==> config.mk <==
export PLATFORM = sky130hd
export DESIGN_NAME = key_event_arbiter
export DESIGN_NICKNAME = d
export VERILOG_FILES = /design/src/rtl/key_event_arbiter.sv
export SDC_FILE = /design/constraint.sdc
export NUM_CORES = 1
export LEC_CHECK = 0
export CAP_MARGIN = 15
export CORE_ASPECT_RATIO = 1.25
export CORE_MARGIN = 2
export CORE_UTILIZATION = 50
export CTS_BUF_LIST = sky130_fd_sc_hd__clkbuf_2
export CTS_CLUSTER_SIZE = 16
export DETAILED_ROUTE_END_ITERATION = 8
export PLACE_DENSITY = 0.79
export SLEW_MARGIN = 10
export SYNTH_ARGS = -nofsm -noshare
export SYNTH_HDL_FRONTEND = slang
export SYNTH_SLANG_ARGS = --single-unit
==> constraint.sdc <==
create_clock -name clk -period 7.5 [get_ports clk]
set_input_delay 1.5 -clock clk [delete_from_list [all_inputs] [get_ports clk]]
set_output_delay 1.5 -clock clk [all_outputs]
set_load 0.01 [all_outputs]
==> src/rtl/key_event_arbiter.sv <==
// Shared-tick debouncer for NUM_KEYS active-low buttons. Each key is classified into
// PRESS / LONG / RELEASE events, which are arbitrated round-robin onto one valid/ready stream.
module key_event_arbiter #(
   parameter int NUM_KEYS    = 4,
   parameter int TICK_CYCLES = 1_000_000,
   parameter int LONG_TICKS  = 50
) (
   input  logic                        clk,
   input  logic                        rst_n,
   input  logic [NUM_KEYS-1:0]         key_in,
   output logic [NUM_KEYS-1:0]         key_state,
   output logic                        evt_valid,
   input  logic                        evt_ready,
   output logic [$clog2(NUM_KEYS)-1:0] evt_key,
   output logic [1:0]                  evt_type,
   output logic                        evt_ovf,
   output logic [2*NUM_KEYS-1:0]       dbg_key_fsm
);

   localparam int KW = $clog2(NUM_KEYS);
   localparam int HW = $clog2(LONG_TICKS + 1);
   localparam int TW = (TICK_CYCLES > 1) ? $clog2(TICK_CYCLES) : 1;

   localparam logic [HW-1:0] HOLD_LONG = HW'(LONG_TICKS - 1);
   localparam logic [HW-1:0] HOLD_MAX  = HW'(LONG_TICKS);

   localparam int FLAG_P = 0;
   localparam int FLAG_L = 1;
   localparam int FLAG_R = 2;

   localparam logic [1:0] EVT_PRESS   = 2'b01;
   localparam logic [1:0] EVT_LONG    = 2'b10;
   localparam logic [1:0] EVT_RELEASE = 2'b11;

   typedef enum logic [1:0] {
      ST_IDLE    = 2'd0,
      ST_PRESSED = 2'd1,
      ST_HELD    = 2'd2
   } key_st_e;

   // ------------------------------------------------------------------
   // Shared sample tick
   // ------------------------------------------------------------------
   logic [TW-1:0] tick_cnt;
   logic          tick;

   assign tick = (tick_cnt == TW'(TICK_CYCLES - 1));

   always_ff @(posedge clk or negedge rst_n) begin
      if (!rst_n) begin
         tick_cnt <= '0;
      end else if (tick) begin
         tick_cnt <= '0;
      end else begin
         tick_cnt <= tick_cnt + TW'(1);
      end
   end

   // ------------------------------------------------------------------
   // Synchroniser and tick-sampled debounce (levels held as 1 = pressed)
   // ------------------------------------------------------------------
   logic [NUM_KEYS-1:0] sync1;
   logic [NUM_KEYS-1:0] sync2;
   logic [NUM_KEYS-1:0] sample;
   logic [NUM_KEYS-1:0] prev_sample;
   logic [NUM_KEYS-1:0] stable;
   logic [NUM_KEYS-1:0] acc_press;
   logic [NUM_KEYS-1:0] acc_rel;

   always_ff @(posedge clk or negedge rst_n) begin
      if (!rst_n) begin
         sync1 <= '1;
         sync2 <= '1;
      end else begin
         sync1 <= key_in;
         sync2 <= sync1;
      end
   end

   assign sample = ~sync2;

   // A new level is accepted only after agreeing on two consecutive ticks.
   assign acc_press = {NUM_KEYS{tick}} &  sample &  prev_sample & ~stable;
   assign acc_rel   = {NUM_KEYS{tick}} & ~sample & ~prev_sample &  stable;

   always_ff @(posedge clk or negedge rst_n) begin
      if (!rst_n) begin
         prev_sample <= '0;
         stable      <= '0;
      end else if (tick) begin
         prev_sample <= sample;
         stable      <= (stable | acc_press) & ~acc_rel;
      end
   end

   assign key_state = stable;

   // ------------------------------------------------------------------
   // Per-key event FSM
   // ------------------------------------------------------------------
   key_st_e             state_q [NUM_KEYS];
   key_st_e             state_d [NUM_KEYS];
   logic [HW-1:0]       hold_q  [NUM_KEYS];
   logic [HW-1:0]       hold_d  [NUM_KEYS];
   logic [NUM_KEYS-1:0][2:0] raise;

   always_ff @(posedge clk or negedge rst_n) begin
      if (!rst_n) begin
         for (int k = 0; k < NUM_KEYS; k++) begin
            state_q[k] <= ST_IDLE;
            hold_q[k]  <= '0;
         end
      end else begin
         for (int k = 0; k < NUM_KEYS; k++) begin
            state_q[k] <= state_d[k];
            hold_q[k]  <= hold_d[k];
         end
      end
   end

   always_comb begin
      for (int k = 0; k < NUM_KEYS; k++) begin
         state_d[k] = state_q[k];
         hold_d[k]  = hold_q[k];
         case (state_q[k])
            ST_IDLE: begin
               if (acc_press[k]) begin
                  state_d[k] = ST_PRESSED;
                  hold_d[k]  = '0;
               end
            end
            ST_PRESSED, ST_HELD: begin
               if (acc_rel[k]) begin
                  state_d[k] = ST_IDLE;
               end else if (tick) begin
                  if (state_q[k] == ST_PRESSED && hold_q[k] == HOLD_LONG) begin
                     state_d[k] = ST_HELD;
                  end
                  if (hold_q[k] != HOLD_MAX) begin
                     hold_d[k] = hold_q[k] + HW'(1);
                  end
               end
            end
            default: state_d[k] = ST_IDLE;
         endcase
      end
   end

   // LONG fires on the LONG_TICKS-th tick after acceptance; a release on that tick wins.
   always_comb begin
      raise       = '0;
      dbg_key_fsm = '0;
      for (int k = 0; k < NUM_KEYS; k++) begin
         dbg_key_fsm[2*k +: 2] = state_q[k];
         raise[k][FLAG_P] = (state_q[k] == ST_IDLE) && acc_press[k];
         raise[k][FLAG_L] = (state_q[k] == ST_PRESSED) && tick && !acc_rel[k]
                            && (hold_q[k] == HOLD_LONG);
         raise[k][FLAG_R] = (state_q[k] != ST_IDLE) && acc_rel[k];
      end
   end

   // ------------------------------------------------------------------
   // Pending flags and round-robin output stage.
   // Handshake: an event transfers on any cycle with evt_valid && evt_ready;
   // while evt_valid is high and evt_ready low, evt_key/evt_type do not change;
   // evt_ready has no effect while evt_valid is low; after a transfer evt_valid
   // drops for at least one cycle before the next event is presented.
   // ------------------------------------------------------------------
   logic [NUM_KEYS-1:0][2:0] pend_q;
   logic [NUM_KEYS-1:0][2:0] clr;
   logic [KW-1:0]            ptr_q;
   logic                     grant_found;
   logic [KW-1:0]            grant_key;
   logic [1:0]               grant_type;
   logic [KW-1:0]            cand;
   int                       scan;

   always_comb begin
      clr = '0;
      if (evt_valid && evt_ready) begin
         clr[evt_key][evt_type - 2'd1] = 1'b1;
      end
   end

   always_comb begin
      grant_found = 1'b0;
      grant_key   = '0;
      grant_type  = EVT_PRESS;
      scan        = 0;
      cand        = '0;
      for (int i = 0; i < NUM_KEYS; i++) begin
         scan = int'(ptr_q) + i;
         if (scan >= NUM_KEYS) begin
            scan = scan - NUM_KEYS;
         end
         cand = KW'(scan);
         if (!grant_found && (|pend_q[cand])) begin
            grant_found = 1'b1;
            grant_key   = cand;
            if (pend_q[cand][FLAG_P]) begin
               grant_type = EVT_PRESS;
            end else if (pend_q[cand][FLAG_L]) begin
               grant_type = EVT_LONG;
            end else begin
               grant_type = EVT_RELEASE;
            end
         end
      end
   end

   // A raise coinciding with its own handshake clear re-arms the flag without overflow.
   always_ff @(posedge clk or negedge rst_n) begin
      if (!rst_n) begin
         pend_q    <= '0;
         evt_ovf   <= 1'b0;
         evt_valid <= 1'b0;
         evt_key   <= '0;
         evt_type  <= '0;
         ptr_q     <= '0;
      end else begin
         pend_q  <= (pend_q & ~clr) | raise;
         evt_ovf <= |(raise & pend_q & ~clr);
         if (evt_valid) begin
            if (evt_ready) begin
               evt_valid <= 1'b0;
               ptr_q     <= (evt_key == KW'(NUM_KEYS - 1)) ? '0 : evt_key + KW'(1);
            end
         end else if (grant_found) begin
            evt_valid <= 1'b1;
            evt_key   <= grant_key;
            evt_type  <= grant_type;
         end
      end
   end

endmodule
==> out/metrics.csv, run 1 <==
metric;value;unit
status;finished clean;
cts_root_buf;clkbuf_2;
cp_slowest_cell;clkdlybuf4s50_1;
clkTransAtPathRegs;0.23;ns
drt-total-wl;11.1;mm
pre_cts_slack;4.06;ns
async_reset_ff_frac;1.00;
synth_top_family_by_area;simple AND/OR/NAND/NOR gates;
vias_per_cell;5.96;
route.detailed.drc;0;
critPathCaptureType;primary output;
antenna_cells;0;
fin_tns_setup;0;ns
cts_hold_buf;0;
slew_violations;0;
synth_edf_count;0;
p_clk_frac;0.193;
rr_startpoint;ptr_q[0]$_DFFE_PN0P_;
synthXorXnorAreaFrac;0.0458;
ys_dominant_reg_cell;dfrtp_1;
startpoint_type;register;
core;10100;um2
grt_max_degree;58;
insertion_delay;0.57;ns
final_nets;589;
rows;41;
synth_compound_area_frac;0.131;
max_freq;314;MHz
grt_overflow;0;
critPathKind;reg2out;
power_frac_comb;0.317;
cp_num_buf_inv;1;
min_period;3.18;ns
final-hold-violation-count;0;
p_sw;457;uW
syn_area_per_cell;9.81;um2
grt_pass1_wl;18.9;mm
clk_path_buf_depth;2;
dr.pass1.iters;4;
worstHoldEndpoint;sync2[1]$_DFF_PN1_;
cts-resized-gates;0;
synth_cell_types;63;
grt_pass1_vias;4179;
slew_headroom;0.458;
grt_use_total;0.213;
crit_path_cell_trace;clkdlybuf4s50_1;
post_cts_buffers;0;
antenna_left;0;
internal_power;799;uW
final_util;0.560;
h-tree-depth;3;
maxCapViolations;0;
drt_iter0_markers;292;
synthCells;526;
area_delta_synth_final;9.06;%
slowest_delay;0.59;ns
path_max_fanout;7;
r2r.worst_path.cells;6;
finalSetupViolations;0;
fp.dieH;118;um
cts_tree;built;
switching_share;0.364;
fillCellCount;881;
finalWorstSetupSlack;4.32;ns
synth_area;5160;um2
antenna_found_initial;0;
synth_simple_gate_area_frac;0.218;
syn_nets;565;
instances_no_fill;684;
drive_gt1_frac;0.0865;
rsz0062_at_grt;no;
ys_warn_count;0;
ys_ff_latch;88;
r2r_end;evt_type[0]$_DFFE_PN0P_;
cts.sinks;88;
hp-class;reg2reg;
fin_skew;0.0277;ns
ir_drop;0.115;mV
r2r_setup_slack;4.53;ns
io_buffers;24;
hold-worst-slack;0.372;ns
required;6.00;ns
place_inst;668;
wl_per_cell;16.2;um
seq_power_share;0.490;
hold_start;sync1[1]$_DFF_PN1_;
powerDensity;223;nW/um2
tightest_slew;0.812;ns
post-dp-hpwl;8.19;mm
die_w;94.9;um
cts_buffers;9;
fin_crit_sh;0.425;
die-area;11200;um2
hold_depth;0;
yosysSeqAreaShare;0.429;
cp.arrival;1.68;ns
synth_fa_ha_area_frac;0.0776;
vias;4078;
initial_core_util;0.513;
ios;25;
p_leak;0.00236;uW
critPathTopFamily;buffers and inverters;
synthMuxAreaShare;0.0669;
place_congestion;0.837;
-- power groups by stage --
stage	combinational (uW)	sequential, uW	clock [uW]
after global placement	379	618	0
after detailed placement	392	623	0
after CTS	394	614	249
after floorplan	325	574	0
after global routing	444	628	269
final	398	616	242
-- routing by layer --
metal,global-route usage,share of wire,up-vias
li1,-,-,1952
met2,0.363,0.52,85
met4,0.0888,0.019,0
met3,0.0397,0.028,17
met1,0.261,0.43,2024
met5,0,0,-
-- flip-flops by register name (all words and copies together) (netlist names) --
| name | count |
|---|---|
| evt_type | 2 |
| ptr_q | 2 |
| pend_q | 12 |
| evt_ovf | 1 |
| hold_q | 24 |
| evt_valid | 1 |
| sync2 | 4 |
| sync1 | 4 |
| tick_cnt | 20 |
| key_state | 4 |
| dbg_key_fsm | 8 |
| prev_sample | 4 |
| evt_key | 2 |
-- cells in the mapped netlist (2+ instances only) --
cell / n / area [um2]
dfrtp_1: 80 / 2000
nand2_1: 57 / 214
nor2_1: 45 / 169
ha_1: 32 / 400
o21ai_0: 32 / 160
inv_1: 31 / 116
nand3_1: 29 / 145
a21oi_1: 18 / 90.1
xor2_1: 17 / 149
nand4_1: 14 / 87.6
mux4_2: 12 / 270
and3_1: 10 / 62.6
xnor2_1: 10 / 87.6
nor3_1: 9 / 45.0
a31oi_1: 8 / 50.1
dfstp_2: 8 / 210
and2_1: 7 / 43.8
clkbuf_1: 6 / 22.5
nand2b_1: 6 / 37.5
nand3b_1: 6 / 45.0
o31ai_1: 6 / 45.0
or3_1: 6 / 37.5
nor3b_1: 5 / 37.5
o22ai_1: 5 / 31.3
buf_2: 4 / 20.0
o211ai_1: 4 / 30.0
o21ai_1: 4 / 20.0
mux2_1: 3 / 33.8
mux2i_1: 3 / 30.0
nand4b_1: 3 / 26.3
nor4bb_1: 3 / 30.0
o2111a_1: 3 / 33.8
o21a_1: 3 / 22.5
o2bb2ai_1: 3 / 26.3
o32ai_1: 3 / 26.3
nor4_2: 2 / 25.0
nor4b_2: 2 / 30.0
o41ai_1: 2 / 17.5
-- cell usage in the layout (no fill, tap or decap), types with 7 or more instances in the layout --
master,instances
o21ai_0,32
xor2_1,17
nor2_1,45
xnor2_1,10
a21oi_1,18
nand3_1,29
nor3_1,9
dfstp_2,8
nand4_1,14
inv_1,31
mux4_2,12
and3_1,10
ha_1,32
dfrtp_1,80
and2_1,7
nand2_1,57
a31oi_1,8
clkdlybuf4s50_1,23
clkbuf_2,11
-- metrics by stage --
stage	total power [uW]	instance area [um2]
CTS	1260	5630
detailed placement	1020	5520
global route	1340	5630
finish	1260	5630
floorplan	899	5160
global placement	996	5520
-- cell type report --
type                       instances  area, um2  share of cell area
multi-input combinational        395       2780               0.494
clock buffer                      11       55.1             0.00978
sequential                        88       2210               0.393
inverter                          31        116              0.0207
tap                              129        161              0.0287
clock inverter                     5       57.6              0.0102
timing repair buffer              25        245              0.0436
-- kinds of logic (layout without fill, tap and decap cells) --
group	after synthesis	in the layout
AOI/OAI and AO/OA	104	104
xor gates and xnor gates	27	27
adders and majority gates	32	32
buffers and inverters	43	72
DFF	88	88
muxes	19	19
and+or+nand+nor	213	213
-- worst max path at each step --
stage / start / endpoint / slack, ns / cells after the start
after floorplan: evt_ready / evt_ovf$_DFF_PN0_ / 4.77 / 6
after global placement: evt_ready / evt_ovf$_DFF_PN0_ / 4.04 / 7
after detailed placement: evt_ready / evt_ovf$_DFF_PN0_ / 4.06 / 7
after CTS: evt_type[0]$_DFFE_PN0P_ / evt_type[0] / 4.28 / 1
after global routing: evt_type[0]$_DFFE_PN0P_ / evt_type[0] / 4.22 / 1
final: evt_type[0]$_DFFE_PN0P_ / evt_type[0] / 4.32 / 1
(Power assumes the default switching activity.)
==> run 2: changes to the inputs <==
--- a/config.mk
+++ b/config.mk
@@ -12,7 +12,7 @@
 export CTS_BUF_LIST = sky130_fd_sc_hd__clkbuf_2
 export CTS_CLUSTER_SIZE = 16
 export DETAILED_ROUTE_END_ITERATION = 8
-export PLACE_DENSITY = 0.79
+export PLACE_DENSITY = 0.82
 export SLEW_MARGIN = 10
 export SYNTH_ARGS = -nofsm -noshare
 export SYNTH_HDL_FRONTEND = slang
==> constraint.sdc (replaced) <==
create_clock -name clk -period 2.6 [get_ports clk]
set_input_delay 0.52 -clock clk [delete_from_list [all_inputs] [get_ports clk]]
set_output_delay 0.52 -clock clk [all_outputs]
set_load 0.01 [all_outputs]
==> out/metrics.csv, run 2 (synthesis results as in run 1) <==
metric;value;unit;change
regMostFlops;hold_q;;
grt_pass1_vias;4293;;+2.7%
final_cell_mix;79 x dfrtp_1, 56 x nand2_1, 44 x nor2_1;;
grtUsageMet2;0.379;;+0.0168
drt-total-wl;11.7;mm;+5.8%
p_leak;0.00253;uW;+7.2%
cts.sinks;88;;unchanged
drt_iter0_markers;186;;-36%
finalWorstSetupSlack;0.195;ns;-4.12 ns
insertion_delay;0.57;ns;about the same
grt_max_degree;53;;-8.6%
clk_path_buf_depth;2;;unchanged
rsz0062_at_grt;no;;
largestRegisters;hold_q: 24 flops, tick_cnt: 20 flops, pend_q: 12 flops;;
finalSetupViolations;0;;unchanged
drive_gt1_frac;0.139;;+0.0525
antenna_left;0;;unchanged
final_common_cell;dfrtp_1;;
dr.pass1.iters;5;;+1
grt_use_met1;0.278;;+0.0167
place_congestion;0.906;;+8.3%
ios;25;;unchanged
min_period;2.40;ns;
ir_drop;0.380;mV;+230%
fin_skew;0.0302;ns;+0.00244 ns
vias_per_cell;5.95;;-0.21%
slew_headroom;0.549;;+0.0904
final-hold-violation-count;0;;unchanged
status;finished clean;;
required;3.12;ns;-2.88 ns
hold-worst-slack;0.323;ns;-0.0489 ns
grt_overflow;0;;unchanged
rows;41;;unchanged
grt_use_met3;0.0314;;-0.00832
fp.dieH;118;um;unchanged
power;3910;uW;+210%
die_w;94.9;um;unchanged
h-tree-depth;3;;unchanged
grt_use_total;0.224;;+0.0107
critPathKind;reg2reg;;
cts_buffers;9;;unchanged
antenna_cells;0;;unchanged
final_nets;617;;+4.8%
startpoint_type;register;;
busiest_layer;met2;;
route.detailed.drc;0;;unchanged
slew_violations;0;;unchanged
core;10100;um2;unchanged
cts_root_buf;clkbuf_2;;
hp-class;in2reg;;
io_buffers;24;;unchanged
largest_reg_flops;24;;unchanged
cts_tree;built;;
area_delta_synth_final;14.4;%;
pre_cts_slack;-0.00927;ns;-4.06 ns
vias;4236;;+3.9%
grt_pass1_wl;19.8;mm;+4.8%
path_max_fanout;8;;+1
post-dp-hpwl;8.81;mm;+7.5%
cp.arrival;2.92;ns;+1.24 ns
powerDensity;662;nW/um2;+200%
critPathCaptureType;register;;
wl_per_cell;16.5;um;+1.7%
fin_crit_sh;0.925;;
max_freq;416;MHz;
clkTransAtPathRegs;0.24;ns;about the same
tightest_slew;0.677;ns;-0.136 ns
antenna_found_initial;0;;unchanged
maxCapViolations;0;;unchanged
initial_core_util;0.513;;unchanged
die-area;11200;um2;unchanged
[run 2: layout make-up]
type	instances	area, um2
fill	854	4150
multi-input combinational	395	2830
sequential	88	2210
timing repair buffer	53	458
tap	129	161
inverter	31	116
clock inverter	6	83.8
clock buffer	10	50.0
[run 2: final timing paths]
check / slack (ns) / cells past startpoint / startpoint / endpoint
min reg2reg: 0.37 / 0 / sync1[2]$_DFF_PN1_ / sync2[2]$_DFF_PN1_
max: 0.20 / 6 / tick_cnt[12]$_DFF_PN0_ / hold_q[5]$_DFFE_PN0P_
min: 0.32 / 1 / key_in[0] / sync1[0]$_DFF_PN1_
max reg2reg: 0.20 / 6 / tick_cnt[12]$_DFF_PN0_ / hold_q[5]$_DFFE_PN0P_
min in group asynchronous: 0.47 / 2 / rst_n / hold_q[0]$_DFFE_PN0P_
max in group asynchronous: 1.37 / 3 / rst_n / sync2[2]$_DFF_PN1_
[run 2: what timing repair did]
action / 4_1_cts / 5_1_grt
resized for setup: 1 / 8
pin swaps: 0 / 2
endpoints found under the setup margin: 1 / 21
setup buffers: 0 / 0
hold buffers: 1 / 0
endpoints found under the hold margin: 45 / 0
[run 2: where the power goes]
part | switching [uW] | internal [uW]
clock | 471 | 319
combinational | 681 | 701
sequential | 233 | 1510
[run 2: critical path, cell delays in order, from the launching register on]
cell      delay [ns]
dfrtp_1         0.46
or4b_1          0.59
nor4_4          0.26
o2111a_1        0.29
nand3_2         0.18
o41a_1          0.41
a31oi_1         0.15
[run 2: per-stage QoR]
step / setup TNS (ns) / cells / util / cell area [um2]
after floorplan: 0 / 526 / - / 5160
after global placement: 0 / 695 / 0.569 / 5720
after detailed placement: -0.00927 / 695 / 0.569 / 5720
after CTS: 0 / 712 / 0.583 / 5870
after global routing: 0 / 712 / 0.588 / 5910
final: 0 / 712 / 0.588 / 5910
[run 2: per-layer routing]
metal	vias to the layer above	part of all wire
met3	23	0.035
met2	102	0.52
li1	2013	-
met5	-	0
met1	2098	0.41
met4	0	0.027
==> run 3: changes to the inputs <==
--- a/config.mk
+++ b/config.mk
@@ -7,12 +7,13 @@
 export LEC_CHECK = 0
 export CAP_MARGIN = 15
 export CORE_ASPECT_RATIO = 1.25
-export CORE_MARGIN = 2
+export CORE_MARGIN = 1
 export CORE_UTILIZATION = 50
 export CTS_BUF_LIST = sky130_fd_sc_hd__clkbuf_2
 export CTS_CLUSTER_SIZE = 16
 export DETAILED_ROUTE_END_ITERATION = 8
 export PLACE_DENSITY = 0.82
+export SETUP_SLACK_MARGIN = 0.5
 export SLEW_MARGIN = 10
 export SYNTH_ARGS = -nofsm -noshare
 export SYNTH_HDL_FRONTEND = slang
==> out/metrics.csv, run 3 (synthesis results as in run 1) <==
metric;value;unit;change
status;finished clean;;
drive_gt1_frac;0.304;;+0.165
power_frac_comb;0.497;;+0.144
critPathKind;reg2reg;;
h-tree-depth;3;;unchanged
insertion_delay;0.57;ns;about the same
cts.sinks;88;;unchanged
initial_core_util;0.513;;unchanged
place_congestion;0.869;;-4.1%
final_cell_mix;73 x dfrtp_1, 60 x buf_4, 50 x nand2_1;;
slew_violations;0;;unchanged
largest_reg_flops;24;;unchanged
place_inst;679;;-2.3%
ios;25;;unchanged
fp.dieH;116;um;-1.7%
dr.pass1.iters;5;;unchanged
regMostFlops;hold_q;;
seq_power_share;0.372;;-0.073
die-area;10700;um2;-3.8%
antenna_left;0;;unchanged
clkTransAtPathRegs;0.24;ns;about the same
max_freq;416;MHz;about the same
final-hold-violation-count;0;;unchanged
cp_slowest_cell;or4b_4;;
cts_root_buf;clkbuf_2;;
grt_overflow;0;;unchanged
p_clk_frac;0.131;;-0.071
drt_iter0_markers;395;;+110%
p_leak;0.00298;uW;+18%
wl_per_cell;18.8;um;+14%
crit_top_cell;buf_4;;
grt_pass1_wl;20.8;mm;+5.0%
critPathCaptureType;register;;
cts_buffers;9;;unchanged
fin_crit_sh;0.924;;about the same
startpoint_type;register;;
required;3.08;ns;-0.04 ns
cts_tree;built;;
powerDensity;661;nW/um2;-0.27%
switching_share;0.375;;+0.0213
route.detailed.drc;0;;unchanged
crit_path_cell_trace;or4b_4 -> nor4_4 -> o2111a_2 -> nand3_4 -> buf_4 -> buf_4 -> o21ai_1 -> a31oi_1;;
largestRegisters;hold_q: 24 flops, tick_cnt: 20 flops, pend_q: 12 flops;;
core;10100;um2;unchanged
grt_max_degree;42;;-21%
slew_headroom;0.616;;+0.0677
fin_tns_setup;0;ns;unchanged
cp.arrival;2.89;ns;-0.03 ns
post-dp-hpwl;8.54;mm;-3.1%
hp-class;in2reg;;
fin_skew;0.0436;ns;+0.0134 ns
internal_power;2800;uW;+11%
maxCapViolations;0;;unchanged
rows;41;;unchanged
final_common_cell;dfrtp_1;;
area_delta_synth_final;31.5;%;
drt-total-wl;14.4;mm;+23%
final_nets;672;;+8.9%
slowest_delay;0.59;ns;about the same
multiInputGateArea;3230;um2;+14%
grt_pass1_vias;4422;;+3.0%
p_sw;1680;uW;+21%
instances_no_fill;768;;+7.9%
vias;4729;;+12%
tightest_slew;0.574;ns;-0.103 ns
antenna_found_initial;1;;+1
fillCellCount;707;;-17%
vias_per_cell;6.16;;+3.5%
die_w;92.9;um;-2.1%
path_max_fanout;4;;-4
seqCellArea;2220;um2;+0.34%
rsz0062_at_grt;yes;;
clk_path_buf_depth;2;;unchanged
finalSetupViolations;0;;unchanged
io_buffers;24;;unchanged
min_period;2.40;ns;-0.00122 ns
grt_use_total;0.246;;+0.0228
ir_drop;0.338;mV;-11%
==> run 3: cell types whose count changed in the layout (fill, tap and decap cells not counted), moves of 5 or more <==
cell             previous run  this run
a21oi_1                    18        13
buf_4                      29        60
buf_6                       0        17
clkdlybuf4s50_1            23        12
dfrtp_1                    79        73
dfrtp_2                     1         7
dlygate4sd2_1               0         6
dlymetal6s2s_1              0         5
nand2_1                    56        50
o21ai_0                    32        21
o21ai_1                     4        10
==> run 3: worst max-delay path: cells and delay by family (launching register included) <==
family | cells | cell delay [ns]
AOI/OAI and AO/OA | 3 | 0.59
buffers and inverters | 2 | 0.31
DFF | 1 | 0.44
and+or+nand+nor | 3 | 0.99
==> run 3: power by group through the flow <==
stage	Combinational [uW]	Sequential, uW	Clock, uW
detailed placement	1330	1740	0
finish	2230	1670	588
global route	2360	1690	647
floorplan	1030	1660	0
CTS	1710	1670	596
global placement	1270	1720	0
==> run 3: final timing paths <==
path,startpoint,end,slack [ns],cells past startpoint
max,tick_cnt[12]$_DFF_PN0_,hold_q[3]$_DFFE_PN0P_,0.20,8
min,key_in[1],sync1[1]$_DFF_PN1_,0.33,1
max reg2reg,tick_cnt[12]$_DFF_PN0_,hold_q[3]$_DFFE_PN0P_,0.20,8
min reg2reg,sync1[3]$_DFF_PN1_,sync2[3]$_DFF_PN1_,0.37,0
max in group asynchronous,rst_n,sync2[0]$_DFF_PN1_,1.50,3
min in group asynchronous,rst_n,hold_q[16]$_DFFE_PN0P_,0.38,2
==> run 3: layout make-up <==
type | instances | area share
inverters | 31 | 0.0171
clock inverters | 5 | 0.00350
repair buffers | 107 | 0.144
well taps | 129 | 0.0238
flip-flops and latches | 88 | 0.327
multi-input cells | 396 | 0.476
diodes | 1 | 0.000369
clock buffers | 11 | 0.00811
==> run 3: what timing repair did <==
action | 4_1_cts | 5_1_grt
resized for setup | 56 | 64
hold buffers | 1 | 0
setup endpoints to repair | 72 | 70
buffers inserted | 38 | 31
pin swaps | 29 | 39
endpoints found under the hold margin | 22 | 0
cloned | 1 | 1
==> run 3: stage by stage <==
step | util | hold WS [ns] | total power (uW) | setup slack, ns | cell area, um2
after detailed placement | 0.567 | 0.347 | 3070 | 0.117 | 5700
after CTS | 0.625 | 0.313 | 3980 | 0.317 | 6280
after global routing | 0.675 | 0.306 | 4700 | 0.0952 | 6790
final | 0.675 | 0.328 | 4480 | 0.196 | 6790
after global placement | 0.567 | 0.346 | 2990 | 0.221 | 5700
after floorplan | - | 0.224 | 2690 | 0.458 | 5250
==> run 3: layer usage <==
metal | wire (um) | GRT usage | vias to the layer above
met1 | 5520 | 0.284 | 2375
met5 | 0 | 0 | -
met2 | 7760 | 0.435 | 173
li1 | - | - | 2130
met3 | 589 | 0.0512 | 51
met4 | 541 | 0.122 | 0
